==> config.mk <==
export PLATFORM = sky130hd
export DESIGN_NAME = spis
export DESIGN_NICKNAME = d
export VERILOG_FILES = /design/src/rtl/spis.sv
export SDC_FILE = /design/constraint.sdc
export NUM_CORES = 1
export LEC_CHECK = 0
export CORE_MARGIN = 3
export CORE_UTILIZATION = 40
export DETAILED_ROUTE_END_ITERATION = 8
export PLACE_DENSITY_LB_ADDON = 0.2
export SLEW_MARGIN = 20
export SYNTH_ARGS = -nofsm -noshare
export SYNTH_HDL_FRONTEND = slang
export SYNTH_SLANG_ARGS = --single-unit
==> constraint.sdc <==
create_clock -name clk -period 4.4 [get_ports clk]
set_input_delay 0.88 -clock clk [delete_from_list [all_inputs] [get_ports clk]]
set_output_delay 0.88 -clock clk [all_outputs]
set_load 0.005 [all_outputs]
==> src/rtl/spis.sv <==
// spis: SPI target (mode 0, MSB first, 8-bit frames) on the IO bus, with rx and tx byte FIFOs.
// Latency: SPI pin change to action is 3 clk; CPU accesses are zero wait state (ack = stb).
// Backpressure: none on the bus. A full rx FIFO drops the byte and sets overrun. An empty tx FIFO sends fill and sets underrun.
//
// Ports:
//   clk, rst_n                          system clock, async active-low reset
//   stb, we, addr, data_in -> data_out  IO bus; addr 0 = data, addr 1 = ctrl/status
//   ack                                 access acknowledge (combinational copy of stb)
//   sclk, cs_n, mosi                    async SPI pins from the external master
//   miso, miso_oe                       serial data out and its pad enable

module spis_fifo #(
  parameter int SLOTS = 16,
  parameter int CW    = $clog2(SLOTS) + 1
) (
  input  logic          clk,
  input  logic          rst_n,
  input  logic          flush_i,
  input  logic          push_i,
  input  logic [7:0]    push_dat_i,
  input  logic          pop_i,
  output logic [7:0]    head_dat_o,
  output logic [CW-1:0] count_o,
  output logic          empty_o,
  output logic          full_o
);
  localparam int AW = $clog2(SLOTS);

  logic [7:0]    mem_q [SLOTS];
  logic [AW-1:0] wr_ptr_q, wr_ptr_d;
  logic [AW-1:0] rd_ptr_q, rd_ptr_d;
  logic [CW-1:0] count_q, count_d;
  logic          push_ok, pop_ok;

  assign empty_o    = (count_q == '0);
  assign full_o     = (count_q == CW'(SLOTS));
  assign pop_ok     = pop_i & ~empty_o;
  // A pop in the same cycle frees a slot, so a push into a full FIFO is still accepted.
  assign push_ok    = push_i & (~full_o | pop_ok);
  assign head_dat_o = mem_q[rd_ptr_q];
  assign count_o    = count_q;

  always_comb begin
    wr_ptr_d = wr_ptr_q;
    rd_ptr_d = rd_ptr_q;
    count_d  = count_q;
    if (flush_i) begin
      wr_ptr_d = '0;
      rd_ptr_d = '0;
      count_d  = '0;
    end else begin
      if (push_ok) wr_ptr_d = wr_ptr_q + AW'(1);
      if (pop_ok)  rd_ptr_d = rd_ptr_q + AW'(1);
      count_d = count_q + CW'(push_ok) - CW'(pop_ok);
    end
  end

  always_ff @(posedge clk or negedge rst_n) begin
    if (!rst_n) begin
      wr_ptr_q <= '0;
      rd_ptr_q <= '0;
      count_q  <= '0;
    end else begin
      wr_ptr_q <= wr_ptr_d;
      rd_ptr_q <= rd_ptr_d;
      count_q  <= count_d;
    end
  end

  // The storage needs no reset: the count alone says which slots are valid.
  always_ff @(posedge clk) begin
    if (push_ok && !flush_i) mem_q[wr_ptr_q] <= push_dat_i;
  end
endmodule

module spis #(
  parameter int fifo_slots = 16
) (
  input  logic        clk,
  input  logic        rst_n,
  input  logic        stb,
  input  logic        we,
  input  logic        addr,
  input  logic [31:0] data_in,
  output logic [31:0] data_out,
  output logic        ack,
  input  logic        sclk,
  input  logic        cs_n,
  input  logic        mosi,
  output logic        miso,
  output logic        miso_oe
);
  localparam int CW = $clog2(fifo_slots) + 1;

  // Pin synchronisers. Bit 1 is the synced value. Bit 2 is the previous synced value, used for edge detection.
  logic [2:0] sclk_q, cs_n_q;
  logic [1:0] mosi_q;

  logic [7:0] rx_sh_q, rx_sh_d;
  logic [7:0] tx_sh_q, tx_sh_d;
  logic [2:0] bitcnt_q, bitcnt_d;
  logic       load_nxt_q, load_nxt_d;
  logic       overrun_q, overrun_d;
  logic       underrun_q, underrun_d;
  logic [7:0] fill_q, fill_d;

  logic sel, sel_rise, sel_fall, sclk_rise, sclk_fall, mosi_s;
  logic rd0, wr0, rd1, wr1;
  logic rx_push, tx_pop, tx_load;
  logic overrun_set, underrun_set;

  logic [7:0]    rx_head, tx_head;
  logic [CW-1:0] rx_cnt, tx_cnt;
  logic          rx_empty, rx_full, tx_empty, tx_full;

  logic unused_data;
  assign unused_data = ^{data_in[23:17], data_in[15:10]};

  assign sel       = ~cs_n_q[1];
  assign sel_rise  = ~cs_n_q[1] &  cs_n_q[2];
  assign sel_fall  =  cs_n_q[1] & ~cs_n_q[2];
  assign sclk_rise =  sclk_q[1] & ~sclk_q[2];
  assign sclk_fall = ~sclk_q[1] &  sclk_q[2];
  assign mosi_s    = mosi_q[1];

  assign rd0 = stb & ~we & ~addr;
  assign wr0 = stb &  we & ~addr;
  assign rd1 = stb & ~we &  addr;
  assign wr1 = stb &  we &  addr;

  assign ack     = stb;
  assign miso_oe = sel;
  assign miso    = sel & tx_sh_q[7];

  spis_fifo #(.SLOTS(fifo_slots), .CW(CW)) u_rx_fifo (
    .clk        (clk),
    .rst_n      (rst_n),
    .flush_i    (wr1 & data_in[8]),
    .push_i     (rx_push),
    .push_dat_i ({rx_sh_q[6:0], mosi_s}),
    .pop_i      (rd0),
    .head_dat_o (rx_head),
    .count_o    (rx_cnt),
    .empty_o    (rx_empty),
    .full_o     (rx_full)
  );

  spis_fifo #(.SLOTS(fifo_slots), .CW(CW)) u_tx_fifo (
    .clk        (clk),
    .rst_n      (rst_n),
    .flush_i    (wr1 & data_in[9]),
    .push_i     (wr0),
    .push_dat_i (data_in[7:0]),
    .pop_i      (tx_pop),
    .head_dat_o (tx_head),
    .count_o    (tx_cnt),
    .empty_o    (tx_empty),
    .full_o     (tx_full)
  );

  // Serial engine. Frame edges take priority over sclk edges seen in the same cycle.
  always_comb begin
    rx_sh_d    = rx_sh_q;
    tx_sh_d    = tx_sh_q;
    bitcnt_d   = bitcnt_q;
    load_nxt_d = load_nxt_q;
    rx_push    = 1'b0;
    tx_load    = 1'b0;
    if (sel_fall) begin
      // Abort: the partial rx byte is dropped. Whatever tx_sh held stays consumed.
      rx_sh_d    = '0;
      bitcnt_d   = '0;
      load_nxt_d = 1'b0;
    end else if (sel_rise) begin
      rx_sh_d    = '0;
      bitcnt_d   = '0;
      load_nxt_d = 1'b0;
      tx_load    = 1'b1;
    end else if (sel) begin
      if (sclk_rise) begin
        rx_sh_d = {rx_sh_q[6:0], mosi_s};
        if (bitcnt_q == 3'd7) begin
          rx_push    = 1'b1;
          bitcnt_d   = '0;
          load_nxt_d = 1'b1;
        end else begin
          bitcnt_d = bitcnt_q + 3'd1;
        end
      end else if (sclk_fall) begin
        if (load_nxt_q) begin
          tx_load    = 1'b1;
          load_nxt_d = 1'b0;
        end else begin
          tx_sh_d = {tx_sh_q[6:0], 1'b0};
        end
      end
    end
    if (tx_load) tx_sh_d = tx_empty ? fill_q : tx_head;
  end

  assign tx_pop       = tx_load & ~tx_empty;
  assign underrun_set = tx_load &  tx_empty;
  assign overrun_set  = rx_push & rx_full & ~(rd0 & ~rx_empty);

  // Sticky flags: a set from the SPI side beats a CPU clear in the same cycle.
  always_comb begin
    overrun_d  = overrun_q;
    underrun_d = underrun_q;
    fill_d     = fill_q;
    if (wr1 && data_in[2]) overrun_d  = 1'b0;
    if (wr1 && data_in[3]) underrun_d = 1'b0;
    if (overrun_set)       overrun_d  = 1'b1;
    if (underrun_set)      underrun_d = 1'b1;
    if (wr1 && data_in[16]) fill_d = data_in[31:24];
  end

  always_comb begin
    data_out = '0;
    if (rd0) begin
      data_out = {24'b0, rx_empty ? 8'h00 : rx_head};
    end else if (rd1) begin
      data_out = {fill_q, 8'(tx_cnt), 8'(rx_cnt), 2'b00, tx_empty, sel,
                  underrun_q, overrun_q, ~tx_full, ~rx_empty};
    end
  end

  always_ff @(posedge clk or negedge rst_n) begin
    if (!rst_n) begin
      sclk_q     <= 3'b000;
      cs_n_q     <= 3'b111;
      mosi_q     <= 2'b00;
      rx_sh_q    <= '0;
      tx_sh_q    <= '0;
      bitcnt_q   <= '0;
      load_nxt_q <= 1'b0;
      overrun_q  <= 1'b0;
      underrun_q <= 1'b0;
      fill_q     <= 8'hFF;
    end else begin
      sclk_q     <= {sclk_q[1:0], sclk};
      cs_n_q     <= {cs_n_q[1:0], cs_n};
      mosi_q     <= {mosi_q[0], mosi};
      rx_sh_q    <= rx_sh_d;
      tx_sh_q    <= tx_sh_d;
      bitcnt_q   <= bitcnt_d;
      load_nxt_q <= load_nxt_d;
      overrun_q  <= overrun_d;
      underrun_q <= underrun_d;
      fill_q     <= fill_d;
    end
  end
endmodule

==> metrics.md, run 1 <==
| Metric | Value |
|---|---|
| Status | complete, no violations |
| Largest stage delay, worst path | 0.67 ns |
| Clock Sinks | 319 |
| Drt first pass iters | 5 |
| Final period util | 95.3% |
| I/O Pins | 75 |
| Sum Neg Setup Slack | 0 ns |
| Element type at the critical path end | primary output |
| H-tree depth | 2 |
| Fill count | 2833 |
| CTS buffer count | 36 |
| Post-cts repair resize count | 0 |
| Yosys cell types | 59 |
| GRT Residual Overflow | 0 |
| Multi-input logic area | 3990 um2 |
| Flops & latches, synth | 319 |
| Max VDD drop | 346 uV |
| Pleak | 5.64 nW |
| Clock power frac | 33.3% |
| Mean area per synthesized cell | 17.0 um2 |
| Postcts setup bufs | 0 |
| Pint | 6.25 mW |
| Final setup violation count | 0 |
| DR DRC count | 0 |
| Starting DRT DRC Count | 534 |
| Setup Skew | 0.0185 ns |
| Post-Syn Instances | 800 |
| Switch share | 27.7% |
| Most used DFF post-synth | edfxtp_1 |
| # hold bufs at CTS | 0 |
| NetSw | 2.40 mW |
| Crit path max-delay cell type | dfrtp_2 |
| Clock tree buffer depth | 3 |
| CORE AREA | 33000 um2 |
| Synth warnings | 0 |
| Vias in the first global route | 7184 |
| Top-count cell post-synth | edfxtp_1 |
| Synth cell count leaders | 256 x edfxtp_1, 54 x mux4_2, 52 x dfrtp_1 |
| Leading area contributor after synthesis | edfxtp_1 |
| Slew Limit Headroom | 41.4% |
| Clk pin slew, worst setup/hold paths | 0.06 ns |
| Share of layout cells above drive strength 1 | 19.8% |
| Chip Width | 190 um |
| Final hold vios | 0 |
| Logic pwr share | 22.2% |
| Vias | 7264 |
| Power per cell area | 542 nW/um2 |
| Final core utilization | 48.3% |
| Detailed Place HPWL | 18500 um |
| Crit path buffers/inverters | 2 |
| Synth top area share | 56.5% |
| F_max | 0.238 GHz |
| Async set or reset register ratio after synthesis | 19.7% |
| Setup ws final | 0.206 ns |
| Max_cap viols | 0 |
| Reg area | 9280 um2 |
| Family with the most delay on the worst path | multiplexers |
| Routed WL | 29000 um |
| Setup WS pre-CTS | 0.419 ns |
| Number of flops mapped to enable cells by yosys | 256 |
| Root buf cell | clkbuf_16 |
| Critical Path Fanout Max | 21 |
| Worst Path Arrival | 3.31 ns |
| ANT cells | 0 |
| CP Class | register to primary output |
| Critical path cell sequence | buf_12 -> mux4_1 -> mux4_2 -> a22o_1 -> clkdlybuf4s50_1 |
| PortBufs | 55 |
| TritonCTS clock tree | done |
| Skew-Pair Late Insertion Delay | 0.51 ns |
| Layout area overhead | 17.3% |
| Cell Area, Synth | 13600 um2 |
| RSZ-0062 raised after global routing | no |
| HP Class | register to register |
| Slew Viols, Final | 0 |
| Final GP Congestion | 0.749 |
| Antenna violations before repair | 0 |
| Initial Utilization | 41.2% |
| Least-Margin Pin Slew | 0.879 ns |
| Nets | 963 |
| # rows | 66 |
| Startpoint types | register |
| Sequential power share | 44.5% |
| Post-DRT Antenna Nets | 0 |
| Die ar. | 36300 um2 |
| CP Data Required Time | 3.52 ns |
| Wire length per cell | 21.3 um |
| DR vias/cell | 5.34 |
| Largest net degree at the start of global routing | 64 |
| Seq/Total Area, Yosys | 68.2% |
| Tmin final | 4.19 ns |
| Top cells by area, synth | edfxtp_1 57%, dfrtp_1 9.6%, mux4_2 8.9% |
| Die Y-Extent | 190 um |
| GRT Util Overall | 16.3% |
| First-pass GRT wire length | 44900 um |
-- kinds of logic (layout without fill, tap and decap cells) --
kind of cell | after synthesis | count (layout) | share of synthesized area [%]
AND/OR/NAND/NOR | 201 | 201 | 8.11
AO/OA/AOI/OAI | 70 | 70 | 3.64
other | 1 | 6 | 0.0276
multiplexers | 86 | 86 | 13.5
flip-flops | 319 | 319 | 68.2
XOR/XNOR | 9 | 9 | 0.579
adder cells (fa/ha/maj) | 32 | 32 | 3.05
buffers and inverters | 82 | 196 | 2.87
-- state kept, by name, indices dropped and copies added (netlist names) --
name	cells
fill_q	8
mosi_q	2
u_tx_fifo.count_o	5
bitcnt_q	3
rx_sh_q	7
u_tx_fifo.rd_ptr_q	4
u_tx_fifo.wr_ptr_q	4
overrun_q	1
u_rx_fifo.wr_ptr_q	4
u_tx_fifo.mem_q	128
tx_sh_q	8
underrun_q	1
u_rx_fifo.mem_q	128
cs_n_q	3
sclk_q	3
load_nxt_q	1
u_rx_fifo.rd_ptr_q	4
u_rx_fifo.count_o	5
-- through the flow --
| stage | power, mW | hold WS, ns | cell area [um2] | cells |
|---|---|---|---|---|
| 6_report | 8.65 | 0.344 | 16000 | 1361 |
| 5_1_grt | 9.13 | 0.353 | 16000 | 1361 |
| 4_1_cts | 8.77 | 0.348 | 16000 | 1361 |
| 3_5_place_dp | 5.87 | 0.336 | 14800 | 1295 |
| 3_3_place_gp | 5.84 | 0.334 | 14800 | 1295 |
| 2_1_floorplan | 5.26 | 0.331 | 13600 | 805 |
-- power groups by stage --
stage / Clock [mW] / Sequential (mW) / Combinational (mW)
finish: 2.88 / 3.85 / 1.92
global route: 3.10 / 3.90 / 2.12
CTS: 2.96 / 3.86 / 1.96
detailed placement: 0 / 3.92 / 1.95
global placement: 0 / 3.91 / 1.93
floorplan: 0 / 3.64 / 1.62
-- cell type report --
cell class              count  share of cell area [%]
clock buffers              49                    6.15
clock inverters            17                    1.00
inverters                  35                   0.823
multi-input cells         404                    25.0
flip-flops and latches    319                    58.1
well taps                 442                    3.47
repair buffers             95                    5.39
-- metal layers --
layer	vias up	share of wire (%)	global-route usage, %
met5	-	0	0
met4	0	1.6	3.61
met3	32	5.3	2.67
met2	175	45	24.6
met1	3757	48	25.2
li1	3300	-	-
-- worst paths after layout --
path	start	endpoint	slack, ns	depth (start not counted)
worst max-delay path	u_rx_fifo.rd_ptr_q[0]$_DFFE_PN0P_	data_out[3]	0.21	5
min in group asynchronous	rst_n	u_tx_fifo.rd_ptr_q[0]$_DFFE_PN0P_	0.48	1
worst min-delay path	mosi_q[0]$_DFF_PN0_	mosi_q[1]$_DFF_PN0_	0.34	0
max in group asynchronous	rst_n	u_rx_fifo.rd_ptr_q[0]$_DFFE_PN0P_	3.29	1
worst max register to register	u_rx_fifo.count_o[3]$_DFF_PN0_	u_rx_fifo.count_o[4]$_DFF_PN0_	0.82	13
worst min register to register	mosi_q[0]$_DFF_PN0_	mosi_q[1]$_DFF_PN0_	0.34	0
-- layout by cell type, fill, tap and decap left out, types with 5 or more instances in the layout --
master	instances
mux2i_1	5
nor2_1	32
edfxtp_1	256
a22oi_1	14
a21o_1	11
mux4_1	18
xor2_1	6
nor3_2	8
a22o_1	7
clkinv_1	9
clkbuf_16	37
mux4_2	54
mux2_2	9
nand3_1	32
ha_1	30
nor2b_1	12
clkdlybuf4s50_1	54
a41oi_1	7
conb_1	6
a21oi_1	13
nor4b_2	5
inv_1	35
nand2_1	46
dfstp_2	11
and2_1	14
buf_4	40
o21ai_0	8
dfrtp_1	50
nor3_1	21
clkbuf_1	11
No activity file was read; power rests on OpenSTA's default activity.
==> run 2, diff against run 1 <==
ABC_AREA = 1   (was not set)
==> metrics.md, run 2 <==
| Metric | Value |
|---|---|
| Status | complete, no violations (unchanged) |
| Setup Skew | 0.0220 ns (was 0.0185 ns) |
| Slew Limit Headroom | 32.5% (was 41.4%) |
| Crit path buffers/inverters | 3 (was 2) |
| Biggest regs | u_rx_fifo.mem_q x128, u_tx_fifo.mem_q x128 (unchanged) |
| Synth top area share | 54.2% (was 56.5%) |
| PortBufs | 55 (unchanged) |
| CTS buffer count | 36 (unchanged) |
| Tmin final | 4.09 ns (was 4.19 ns) |
| Top-count cell post-synth | edfxtp_1 (unchanged) |
| Wire length per cell | 17.6 um (was 21.3 um) |
| Mean area per synthesized cell | 10.4 um2 (was 17.0 um2) |
| Startpoint types | primary input (was register) |
| # rows | 68 (was 66) |
| Layout area overhead | 15.6% (was 17.3%) |
| Most common cell after layout, fill and taps aside | edfxtp_1 (unchanged) |
| Routed WL | 33600 um (was 29000 um) |
| Most used DFF post-synth | edfxtp_1 (unchanged) |
| Cell Area, Synth | 14200 um2 (was 13600 um2) |
| Post-DP Area | 15300 um2 (was 14800 um2) |
| Initial Utilization | 40.9% (was 41.2%) |
| I/O Pins | 75 (unchanged) |
| Vias | 9559 (was 7264) |
| Final GP Congestion | 0.805 (was 0.749) |
| Worst Path Arrival | 3.21 ns (was 3.31 ns) |
| Total power | 8.90 mW (was 8.65 mW) |
| RSZ-0062 raised after global routing | no (unchanged) |
| Sum Neg Setup Slack | 0 ns (unchanged) |
| Nets | 1509 (was 963) |
| Share of layout cells above drive strength 1 | 8.29% (was 19.8%) |
| # hold bufs at CTS | 0 (unchanged) |
| Largest stage delay, worst path | 0.55 ns (was 0.67 ns) |
| Largest net degree at the start of global routing | 67 (was 64) |
| Skew-Pair Late Insertion Delay | 0.53 ns (was 0.51 ns) |
| Detailed Place HPWL | 20900 um (was 18500 um) |
| Final setup violation count | 0 (unchanged) |
| Critical path cell sequence | clkdlybuf4s50_1 -> nand2_1 -> nor2_1 -> clkinv_1 -> nor2_1 -> clkdlybuf4s50_1 (was buf_12 -> mux4_1 -> mux4_2 -> a22o_1 -> clkdlybuf4s50_1) |
| Pleak | 6.57 nW (was 5.64 nW) |
| Clk pin slew, worst setup/hold paths | 0.05 ns (was 0.06 ns) |
| CP Class | primary input to primary output (was register to primary output) |
| Critical Path Fanout Max | 18 (was 21) |
| Post-DRT Antenna Nets | 0 (unchanged) |
| Yosys cell types | 36 (was 59) |
| Slew Viols, Final | 0 (unchanged) |
| Fin Hold WS | 0.357 ns (was 0.344 ns) |
| Die ar. | 37800 um2 (was 36300 um2) |
| Final period util | 92.9% (was 95.3%) |
| Most frequent cells in the layout | 256 x edfxtp_1, 251 x nand2_1, 169 x nor2_1 (was 256 x edfxtp_1, 54 x mux4_2, 54 x clkdlybuf4s50_1) |
| Power per cell area | 543 nW/um2 (was 542 nW/um2) |
| Least-Margin Pin Slew | 1.01 ns (was 0.879 ns) |
| Postcts setup bufs | 0 (unchanged) |
| Final hold vios | 0 (unchanged) |
| Fill count | 3268 (was 2833) |
| Vias in the first global route | 9108 (was 7184) |
| Synth warnings | 0 (unchanged) |
| Number of flops mapped to enable cells by yosys | 256 (unchanged) |
| Antenna violations before repair | 0 (unchanged) |
| DR vias/cell | 4.99 (was 5.34) |
| Die Y-Extent | 194 um (was 190 um) |
| Finished Cell Area | 16400 um2 (was 16000 um2) |
| Max VDD drop | 386 uV (was 346 uV) |
| ANT cells | 0 (unchanged) |
| Clock tree buffer depth | 3 (unchanged) |
| DR DRC count | 0 (unchanged) |
| Post-Syn Instances | 1365 (was 800) |
| CP Data Required Time | 3.52 ns (about the same) |
| Leading area contributor after synthesis | edfxtp_1 (unchanged) |
| Root buf cell | clkbuf_16 (unchanged) |
| Final core utilization | 47.2% (was 48.3%) |
| Async set or reset register ratio after synthesis | 19.7% (unchanged) |
| Starting DRT DRC Count | 679 (was 534) |
| Drt first pass iters | 5 (unchanged) |
| Flops & latches, synth | 319 (unchanged) |
| H-tree depth | 2 (unchanged) |
| Clock Sinks | 319 (unchanged) |
| Seq/Total Area, Yosys | 65.4% (was 68.2%) |
| Synth cell count leaders | 256 x edfxtp_1, 251 x nand2_1, 169 x nor2_1 (was 256 x edfxtp_1, 54 x mux4_2, 52 x dfrtp_1) |
| Chip Width | 194 um (was 190 um) |
| Family with the most delay on the worst path | buffers and inverters (was multiplexers) |
| GRT Util Overall | 17.5% (was 16.3%) |
| First-pass GRT wire length | 52100 um (was 44900 um) |
| GRT Residual Overflow | 0 (unchanged) |
| CORE AREA | 34700 um2 (was 33000 um2) |
| Top cells by area, synth | edfxtp_1 54%, dfrtp_1 9.2%, nand2_1 6.6% (was edfxtp_1 57%, dfrtp_1 9.6%, mux4_2 8.9%) |
| F_max | 0.245 GHz (was 0.238 GHz) |
| HP Class | register to register (unchanged) |
| Max_cap viols | 0 (unchanged) |
| Post-cts repair resize count | 0 (unchanged) |
| Element type at the critical path end | primary output (unchanged) |
| TritonCTS clock tree | done (unchanged) |
| Crit path max-delay cell type | clkdlybuf4s50_1 (was dfrtp_2) |
==> run 2: area by class of cell <==
| class | instances | area (um2) | area share (%) |
|---|---|---|---|
| Clock buffer | 46 | 990 | 6.04 |
| Clock inverter | 14 | 103 | 0.626 |
| Inverter | 171 | 647 | 3.95 |
| Multi-Input combinational cell | 812 | 3950 | 24.1 |
| Sequential cell | 319 | 9280 | 56.6 |
| Tap cell | 455 | 569 | 3.47 |
| Timing Repair Buffer | 97 | 861 | 5.25 |
==> run 2: path summary, 6_finish.rpt <==
kind,slack (ns),cells past startpoint,endpoint,startpoint
max,0.31,6,data_out[16],stb
min reg2reg,0.36,0,cs_n_q[1]$_DFF_PN1_,cs_n_q[0]$_DFF_PN1_
max in group asynchronous,2.91,2,cs_n_q[0]$_DFF_PN1_,rst_n
max reg2reg,1.24,16,u_tx_fifo.count_o[4]$_DFF_PN0_,sclk_q[1]$_DFF_PN0_
min in group asynchronous,0.52,1,u_rx_fifo.rd_ptr_q[1]$_DFFE_PN0P_,rst_n
min,0.36,0,cs_n_q[1]$_DFF_PN1_,cs_n_q[0]$_DFF_PN1_
==> run 2: power breakdown <==
part           total [mW]  internal [mW]  switching [mW]
Sequential           3.65           3.47           0.178
Combinational        2.47          0.794            1.67
Clock                2.78           1.60            1.18
Total                8.90           5.86            3.03
==> run 2: kinds of logic (layout without fill, tap and decap cells) <==
logic type | after synthesis | in the layout | share of synthesized area [%]
buffers and inverters | 239 | 328 | 6.95
and+or+nand+nor | 604 | 604 | 17.9
AOI/OAI and AO/OA | 162 | 162 | 6.31
other | 1 | 6 | 0.0264
xor gates and xnor gates | 8 | 8 | 0.494
adders and majority gates | 32 | 32 | 2.93
DFF | 319 | 319 | 65.4
==> run 2: stage by stage <==
stage	worst slack (ns)	std cells
after floorplan	1.52	1370
final	0.311	1914
after global placement	0.456	1854
after global routing	0.0600	1914
after CTS	0.265	1914
after detailed placement	0.280	1854
==> run 2: per-layer routing <==
layer  share of wire (%)  wire length [um]  global-route usage (%)
met3                 4.4              1470                    2.58
met5                   0                 0                       0
met1                  45             15300                    24.2
met4                 2.3               784                    5.00
met2                  48             16100                    29.0
